File: config.mk
export PLATFORM = sky130hd
export DESIGN_NAME = bocks_vram_arbiter_flat
export DESIGN_NICKNAME = d
export VERILOG_FILES = /design/src/rtl/bocks_vram_pkg.sv /design/src/rtl/bocks_vram_arbiter_if.sv /design/src/rtl/bocks_line_fetch.sv /design/src/rtl/bocks_vram_arbiter.sv /design/src/flat_wrapper.sv
export SDC_FILE = /design/constraint.sdc
export NUM_CORES = 1
export LEC_CHECK = 0
export CAP_MARGIN = 10
export CORE_MARGIN = 3
export CORE_UTILIZATION = 40
export CTS_CLUSTER_DIAMETER = 80
export DETAILED_ROUTE_END_ITERATION = 10
export GPL_ROUTABILITY_DRIVEN = 0
export PLACE_DENSITY = 0.77
export SETUP_SLACK_MARGIN = 0.2
export SYNTH_ARGS = -nofsm -noshare
export SYNTH_HDL_FRONTEND = slang
export SYNTH_HIERARCHICAL = 1
export SYNTH_SLANG_ARGS = --single-unit
File: constraint.sdc
create_clock -name clk_sys -period 3.82 [get_ports clk_sys]
set_clock_uncertainty 0.15 [all_clocks]
set_input_delay 0.955 -clock clk_sys [delete_from_list [all_inputs] [get_ports clk_sys]]
set_output_delay 0.955 -clock clk_sys [all_outputs]
set_load 0.02 [all_outputs]
File: src/rtl/bocks_vram_pkg.sv
// Shared types and default widths for the VRAM arbiter and its line fetcher.
package bocks_vram_pkg;

   localparam int unsigned ADDR_W_DEF = 16;
   localparam int unsigned DATA_W_DEF = 16;
   localparam int unsigned LB_AW_DEF  = 7;

   typedef enum logic [1:0] {
      IDLE,
      FETCH,
      DRAIN
   } fetch_state_t;

   // One host access as presented on the host port.
   typedef struct packed {
      logic                  we;
      logic [ADDR_W_DEF-1:0] addr;
      logic [DATA_W_DEF-1:0] wdata;
   } host_cmd_t;

endpackage

File: src/rtl/bocks_vram_arbiter_if.sv
// Host access port: valid/ack request with a one-cycle read-data return.
interface bocks_vram_arbiter_if
   import bocks_vram_pkg::*;
#(
   parameter int unsigned ADDR_W = ADDR_W_DEF,
   parameter int unsigned DATA_W = DATA_W_DEF
);

   logic              req;
   logic              we;
   logic [ADDR_W-1:0] addr;
   logic [DATA_W-1:0] wdata;
   logic              ack;
   logic [DATA_W-1:0] rdata;
   logic              rvalid;

   modport master (
      output req, we, addr, wdata,
      input  ack, rdata, rvalid
   );

   modport slave (
      input  req, we, addr, wdata,
      output ack, rdata, rvalid
   );

endinterface

File: src/rtl/bocks_line_fetch.sv
// Scanline fetch sequencer: walks one line of VRAM into the line buffer.
module bocks_line_fetch
   import bocks_vram_pkg::*;
#(
   parameter int unsigned ADDR_W     = ADDR_W_DEF,
   parameter int unsigned DATA_W     = DATA_W_DEF,
   parameter int unsigned LINE_WORDS = 80,
   parameter int unsigned LB_AW      = LB_AW_DEF
) (
   input  logic              clk_sys,
   input  logic              reset,
   input  logic              line_start,
   input  logic [ADDR_W-1:0] line_base,
   input  logic              ovr_clr,
   input  logic              vid_gnt,
   input  logic [DATA_W-1:0] ram_rdata,
   output logic              vid_req,
   output logic [ADDR_W-1:0] vid_addr,
   output logic              line_done,
   output logic              line_overrun,
   output logic              lb_we,
   output logic [LB_AW-1:0]  lb_addr,
   output logic [DATA_W-1:0] lb_wdata
);

   localparam logic [LB_AW-1:0] LAST_IDX = LB_AW'(LINE_WORDS - 1);

   fetch_state_t      state_q, state_d;
   logic [ADDR_W-1:0] base_q, base_d;
   logic [LB_AW-1:0]  idx_q, idx_d;
   logic              rv_q;
   logic [LB_AW-1:0]  rv_idx_q;
   logic              done_q, done_d;
   logic              ovr_q, ovr_d;

   // Next-state: line sequencing, restart on overrun, done at IDLE entry.
   always_comb begin
      state_d = state_q;
      base_d  = base_q;
      idx_d   = idx_q;
      done_d  = 1'b0;
      ovr_d   = ovr_q;
      if (ovr_clr) ovr_d = 1'b0;
      unique case (state_q)
         IDLE: begin
            if (line_start) begin
               state_d = FETCH;
               base_d  = line_base;
               idx_d   = '0;
            end
         end
         FETCH: begin
            if (vid_gnt) begin
               if (idx_q == LAST_IDX) state_d = DRAIN;
               else idx_d = idx_q + 1'b1;
            end
            // Restart beats completion; the read granted this cycle still lands.
            if (line_start) begin
               state_d = FETCH;
               base_d  = line_base;
               idx_d   = '0;
               ovr_d   = 1'b1;
            end
         end
         DRAIN: begin
            // Last read returns while in DRAIN; leaving now is the line's end.
            if (rv_q) begin
               state_d = IDLE;
               done_d  = 1'b1;
            end
            if (line_start) begin
               state_d = FETCH;
               base_d  = line_base;
               idx_d   = '0;
               if (!rv_q) ovr_d = 1'b1;
            end
         end
         default: state_d = IDLE;
      endcase
   end

   // State registers plus the one-deep read-return pipeline.
   always_ff @(posedge clk_sys or posedge reset) begin
      if (reset) begin
         state_q  <= IDLE;
         base_q   <= '0;
         idx_q    <= '0;
         rv_q     <= 1'b0;
         rv_idx_q <= '0;
         done_q   <= 1'b0;
         ovr_q    <= 1'b0;
      end else begin
         state_q <= state_d;
         base_q  <= base_d;
         idx_q   <= idx_d;
         rv_q    <= vid_gnt;
         if (vid_gnt) rv_idx_q <= idx_q;
         done_q  <= done_d;
         ovr_q   <= ovr_d;
      end
   end

   assign vid_req      = (state_q == FETCH);
   assign vid_addr     = base_q + ADDR_W'(idx_q);
   assign line_done    = done_q;
   assign line_overrun = ovr_q;
   assign lb_we        = rv_q;
   assign lb_addr      = rv_idx_q;
   assign lb_wdata     = rv_q ? ram_rdata : '0;

endmodule

File: src/rtl/bocks_vram_arbiter.sv
// Single-port VRAM owner: video fetch has priority, host gets a starvation-bounded share.
module bocks_vram_arbiter
   import bocks_vram_pkg::*;
#(
   parameter int unsigned ADDR_W     = ADDR_W_DEF,
   parameter int unsigned DATA_W     = DATA_W_DEF,
   parameter int unsigned LINE_WORDS = 80,
   parameter int unsigned LB_AW      = LB_AW_DEF,
   parameter int unsigned STARVE_LIM = 4
) (
   input  logic                    clk_sys,
   input  logic                    reset,
   input  logic                    line_start,
   input  logic [ADDR_W-1:0]       line_base,
   output logic                    line_done,
   output logic                    line_overrun,
   output logic                    lb_we,
   output logic [LB_AW-1:0]        lb_addr,
   output logic [DATA_W-1:0]       lb_wdata,
   bocks_vram_arbiter_if.slave     host,
   output logic [ADDR_W-1:0]       ram_addr,
   output logic                    ram_we,
   output logic [DATA_W-1:0]       ram_wdata,
   input  logic [DATA_W-1:0]       ram_rdata,
   input  logic                    ovr_clr
);

   localparam logic [3:0] STARVE_MAX = 4'(STARVE_LIM);

   logic              vid_req;
   logic              vid_gnt;
   logic              host_gnt;
   logic [ADDR_W-1:0] vid_addr;
   logic [ADDR_W-1:0] addr_q;
   logic [3:0]        starve_q, starve_d;
   logic              hrv_q;

   bocks_line_fetch #(
      .ADDR_W     (ADDR_W),
      .DATA_W     (DATA_W),
      .LINE_WORDS (LINE_WORDS),
      .LB_AW      (LB_AW)
   ) u_fetch (
      .clk_sys      (clk_sys),
      .reset        (reset),
      .line_start   (line_start),
      .line_base    (line_base),
      .ovr_clr      (ovr_clr),
      .vid_gnt      (vid_gnt),
      .ram_rdata    (ram_rdata),
      .vid_req      (vid_req),
      .vid_addr     (vid_addr),
      .line_done    (line_done),
      .line_overrun (line_overrun),
      .lb_we        (lb_we),
      .lb_addr      (lb_addr),
      .lb_wdata     (lb_wdata)
   );

   // Grant and VRAM mux; grants are held off while reset is asserted.
   always_comb begin
      host_gnt  = host.req & ~reset & (~vid_req | (starve_q == STARVE_MAX));
      vid_gnt   = vid_req & ~reset & ~host_gnt;
      ram_we    = host_gnt & host.we;
      ram_wdata = host_gnt ? host.wdata : '0;
      if (host_gnt)     ram_addr = host.addr;
      else if (vid_gnt) ram_addr = vid_addr;
      else              ram_addr = addr_q;
      // Count cycles the waiting host loses to video; any other cycle clears it.
      starve_d = (host.req & vid_gnt) ? starve_q + 4'd1 : 4'd0;
   end

   // Last issued address, starve count and host read-return flag.
   always_ff @(posedge clk_sys or posedge reset) begin
      if (reset) begin
         addr_q   <= '0;
         starve_q <= '0;
         hrv_q    <= 1'b0;
      end else begin
         addr_q   <= ram_addr;
         starve_q <= starve_d;
         hrv_q    <= host_gnt & ~host.we;
      end
   end

   assign host.ack    = host_gnt;
   assign host.rvalid = hrv_q;
   assign host.rdata  = hrv_q ? ram_rdata : '0;

endmodule

File: src/flat_wrapper.sv
// flat-port wrapper written by rule: the top's interface ports become plain ports
module bocks_vram_arbiter_flat import bocks_vram_pkg::*;
#(
   parameter int unsigned ADDR_W     = ADDR_W_DEF,
   parameter int unsigned DATA_W     = DATA_W_DEF,
   parameter int unsigned LINE_WORDS = 80,
   parameter int unsigned LB_AW      = LB_AW_DEF,
   parameter int unsigned STARVE_LIM = 4
)
  (clk_sys, reset, line_start, line_base, line_done, line_overrun, lb_we, lb_addr, lb_wdata, ram_addr, ram_we, ram_wdata, ram_rdata, ovr_clr, host_req, host_we, host_addr, host_wdata, host_ack, host_rdata, host_rvalid);
  bocks_vram_arbiter_if #(.ADDR_W(ADDR_W), .DATA_W(DATA_W)) host_i ();
  input  logic clk_sys;
  input  logic reset;
  input  logic line_start;
  input  logic [ADDR_W-1:0] line_base;
  output logic line_done;
  output logic line_overrun;
  output logic lb_we;
  output logic [LB_AW-1:0] lb_addr;
  output logic [DATA_W-1:0] lb_wdata;
  output logic [ADDR_W-1:0] ram_addr;
  output logic ram_we;
  output logic [DATA_W-1:0] ram_wdata;
  input  logic [DATA_W-1:0] ram_rdata;
  input  logic ovr_clr;
  input wire logic [$bits(host_i.req)-1:0] host_req;
  input wire logic [$bits(host_i.we)-1:0] host_we;
  input wire logic [$bits(host_i.addr)-1:0] host_addr;
  input wire logic [$bits(host_i.wdata)-1:0] host_wdata;
  output wire logic [$bits(host_i.ack)-1:0] host_ack;
  output wire logic [$bits(host_i.rdata)-1:0] host_rdata;
  output wire logic [$bits(host_i.rvalid)-1:0] host_rvalid;
  assign host_i.req = host_req;
  assign host_i.we = host_we;
  assign host_i.addr = host_addr;
  assign host_i.wdata = host_wdata;
  assign host_ack = host_i.ack;
  assign host_rdata = host_i.rdata;
  assign host_rvalid = host_i.rvalid;
  bocks_vram_arbiter #(.ADDR_W(ADDR_W), .DATA_W(DATA_W), .LINE_WORDS(LINE_WORDS), .LB_AW(LB_AW), .STARVE_LIM(STARVE_LIM)) u_core (.clk_sys(clk_sys), .reset(reset), .line_start(line_start), .line_base(line_base), .line_done(line_done), .line_overrun(line_overrun), .lb_we(lb_we), .lb_addr(lb_addr), .lb_wdata(lb_wdata), .host(host_i), .ram_addr(ram_addr), .ram_we(ram_we), .ram_wdata(ram_wdata), .ram_rdata(ram_rdata), .ovr_clr(ovr_clr));
endmodule
==> impl_metrics.tcl <==
set metrics [dict create \
    synth_seq_cells 56 \
    gr-total-overflow 0 \
    maxSlewHeadroom_pct 51.7 \
    startpoint_type "register" \
    area_delta_synth_final_pct 59.7 \
    rsz0062_at_grt "yes" \
    fin_crit_ps 3930 \
    die_h_um 97.8 \
    worstMarginPinSlew_ps 725 \
    power_density_nw_per_um2 475 \
    path_class "reg2out" \
    n_antenna_cell 0 \
    ant_nets 0 \
    grt_start_max_net_pins 36 \
    max_stage_delay_ps 420 \
    synth_top_family_by_area "simple AND/OR/NAND/NOR gates" \
    wl_per_cell_um 16.9 \
    synth.cell_area_um2 3370 \
    clock.fmax_ghz 0.254 \
    yosysTopAreaCell "dfrtp_1" \
    failed_checks "setup timing" \
    die_area_um2 9560 \
    route.detailed.drc 0 \
    track_usage_pct 22.0 \
    endpoint_kind "output pin" \
    crit_chain "ha_2 -> fa_2 -> a211oi_2 -> o21ai_1 -> a21oi_1 -> buf_4 -> nor2_1 -> xor2_1 -> mux2_4 -> mux2_4 -> buf_6" \
    peakVddDrop_uv 403 \
    rows 32 \
    initial_core_util_pct 42.3 \
    dp_cells 604 \
    yosys.area_share.simple_pct 24.3 \
    crit_required_ps 2710 \
    seq_area_um2 1400 \
    synth_xor_area_share_pct 4.16 \
    cp_max_fo 4 \
    ctsHoldBuffers 0 \
    cpMostUsedCell "mux2_4" \
    clock_path_buffers 2 \
    clock_sinks 56 \
    arrival_ps 2830 \
    hold_viol 0 \
    clock-root-buffer "clkbuf_8" \
    cts_made_buffers 5 \
    synthCells 342 \
    maxSlewViolCount 0 \
    final_common_cell "clkdlybuf4s50_1" \
    finalCritPeriodShare_pct 103 \
    synth_cell_type_count 40 \
    synth-edff-count 0 \
    syn_avg_cell_area_um2 9.85 \
    final_layout_size_suffix_gt1_share_pct 22.0 \
    dr.pass1.iters 4 \
    wl_um 10600 \
    grt_pass1_wl_um 17000 \
    cts_tree "built" \
    dpl.hpwl_um 8070 \
    dr_total_vias 3123 \
    htreeDepth 2 \
    num-fill-cells 636 \
    synth-seq-area-share_pct 41.6 \
    layout.nets 606 \
    final_cell_mix "clkdlybuf4s50_1, nand2_1, dfrtp_1, and2_1, buf_4" \
    viasPerCell 5.00 \
    synth_mux_area_share_pct 14.4 \
    portBuffers 146 \
    drtIter0Drc 153 \
    clk_latency_ps 320 \
    synth_top_cell_area_share_pct 41.6 \
    io_pins 147 \
    yosysWarnings 6 \
    antenna_found_initial 0 \
    fin_ws_ps -111 \
    synth.area.top_cells "dfrtp_1, mux2_2, and2_1" \
    r2r_slack_ps 670 \
    cpMaxStageDelayCell "dfrtp_1" \
    core_area_um2 7970 \
    die_x_um 97.8 \
    stdcell_count 624 \
    ys_async_sr_fraction_pct 100 \
    setup-violations-final 4 \
    grt_pass1_vias 3197 \
    hold_class "reg2reg" \
    post-route-util_pct 67.5 \
    status "finished with violations" \
    ys.flop_type "dfrtp_1" \
    maxCapViolations 0 \
    synth_compound_area_share_pct 6.32 \
    path_clk_slew_ps 110 \
    power_leakage_nw 2.53 \
    finalPower_mw 2.55 \
    synth_nets 427 \
    multi_input_area_um2 1930 \
    synthAdderAreaFrac_pct 5.79 \
]
-- power breakdown --
part	internal, mW	switching [mW]	total [mW]
Combinational	0.747	0.641	1.39
Sequential	0.727	0.0788	0.806
Clock	0.152	0.209	0.361
-- logic make-up (layout without fill, tap and decap cells) --
kind of cell / after synthesis / in the layout
AO/OA/AOI/OAI: 34 / 34
buffers and inverters: 22 / 202
adder cells (fa/ha/maj): 15 / 15
multiplexers: 40 / 40
XOR/XNOR: 16 / 16
AND/OR/NAND/NOR: 159 / 159
flip-flops: 56 / 56
-- layer usage --
| layer | share of wire [%] | track usage (%) | up-vias |
|---|---|---|---|
| met1 | 39 | 24.9 | 1497 |
| met3 | 5.9 | 4.79 | 11 |
| li1 | - | - | 1502 |
| met5 | 0 | 0 | - |
| met4 | 1.6 | 5.54 | 0 |
| met2 | 54 | 41.9 | 113 |
-- synthesized netlist by cell type (6+ instances only) --
master and n:
nand2_1 63, dfrtp_1 56, and2_1 51, mux2_2 31, a21oi_1 15, ha_1 14, nor2_1 11, inv_1 9
mux2_4 9, nand3_1 8, xnor2_1 8, xor2_1 8, clkbuf_1 7, nand2b_1 7, o21ai_0 6
-- registers in the layout (all words and copies together), names as in the netlist --
| signal | cells |
|---|---|
| u_core/u_fetch/base_q | 16 |
| u_core/u_fetch/lb_we | 1 |
| u_core/u_fetch/lb_addr | 7 |
| u_core/u_fetch/line_overrun | 1 |
| u_core/u_fetch/state_q | 2 |
| u_core/u_fetch/line_done | 1 |
| u_core/host.rvalid | 1 |
| u_core/u_fetch/idx_q | 7 |
| u_core/starve_q | 4 |
| u_core/addr_q | 16 |
-- area by class of cell --
class	count	area share (%)
Clock inverter	2	0.349
Sequential cell	56	26.0
Inverter	9	0.628
Clock buffer	6	1.53
Timing Repair Buffer	185	33.2
Multi-Input combinational cell	264	35.9
Tap cell	102	2.37
-- repair_timing --
item,in CTS,in global routing
buffers inserted,10,1
resized for setup,122,4
endpoints found under the setup margin,34,12
pin swaps,9,6
endpoints found under the hold margin,0,0
cloned,1,0
-- stage by stage --
| step | instance area, µm² | setup WS (ps) | hold slack (ps) | setup TNS (ps) |
|---|---|---|---|---|
| after floorplan | 3370 | 283 | 302 | 0 |
| after global placement | 5110 | -217 | 320 | -4540 |
| after detailed placement | 5110 | -263 | 319 | -5170 |
| after CTS | 5350 | -93.2 | 350 | -291 |
| after global routing | 5380 | -237 | 383 | -1260 |
| final | 5380 | -111 | 342 | -413 |
-- critical path, delay by kind of cell, from the launching register on --
family	cells	cell delay (ps)
AOI/OAI and AO/OA	3	450
xor gates and xnor gates	1	150
adders and majority gates	2	580
buffers and inverters	2	280
DFF	1	420
muxes	2	560
and+or+nand+nor	1	50
-- path summary, 6_finish.rpt --
kind | from | end | cells after the start
worst min-delay path | u_core/u_fetch/base_q[0] | u_core/u_fetch/base_q[0] | 2
worst max register to register | u_core/u_fetch/state_q[1] | u_core/u_fetch/idx_q[5] | 13
worst min register to register | u_core/u_fetch/base_q[0] | u_core/u_fetch/base_q[0] | 2
worst max-delay path | u_core/u_fetch/idx_q[0] | ram_addr[12] | 11
min in group asynchronous | reset | u_core/starve_q[1] | 3
max in group asynchronous | reset | u_core/u_fetch/state_q[1] | 3
Power figures use the tool's default switching activity.
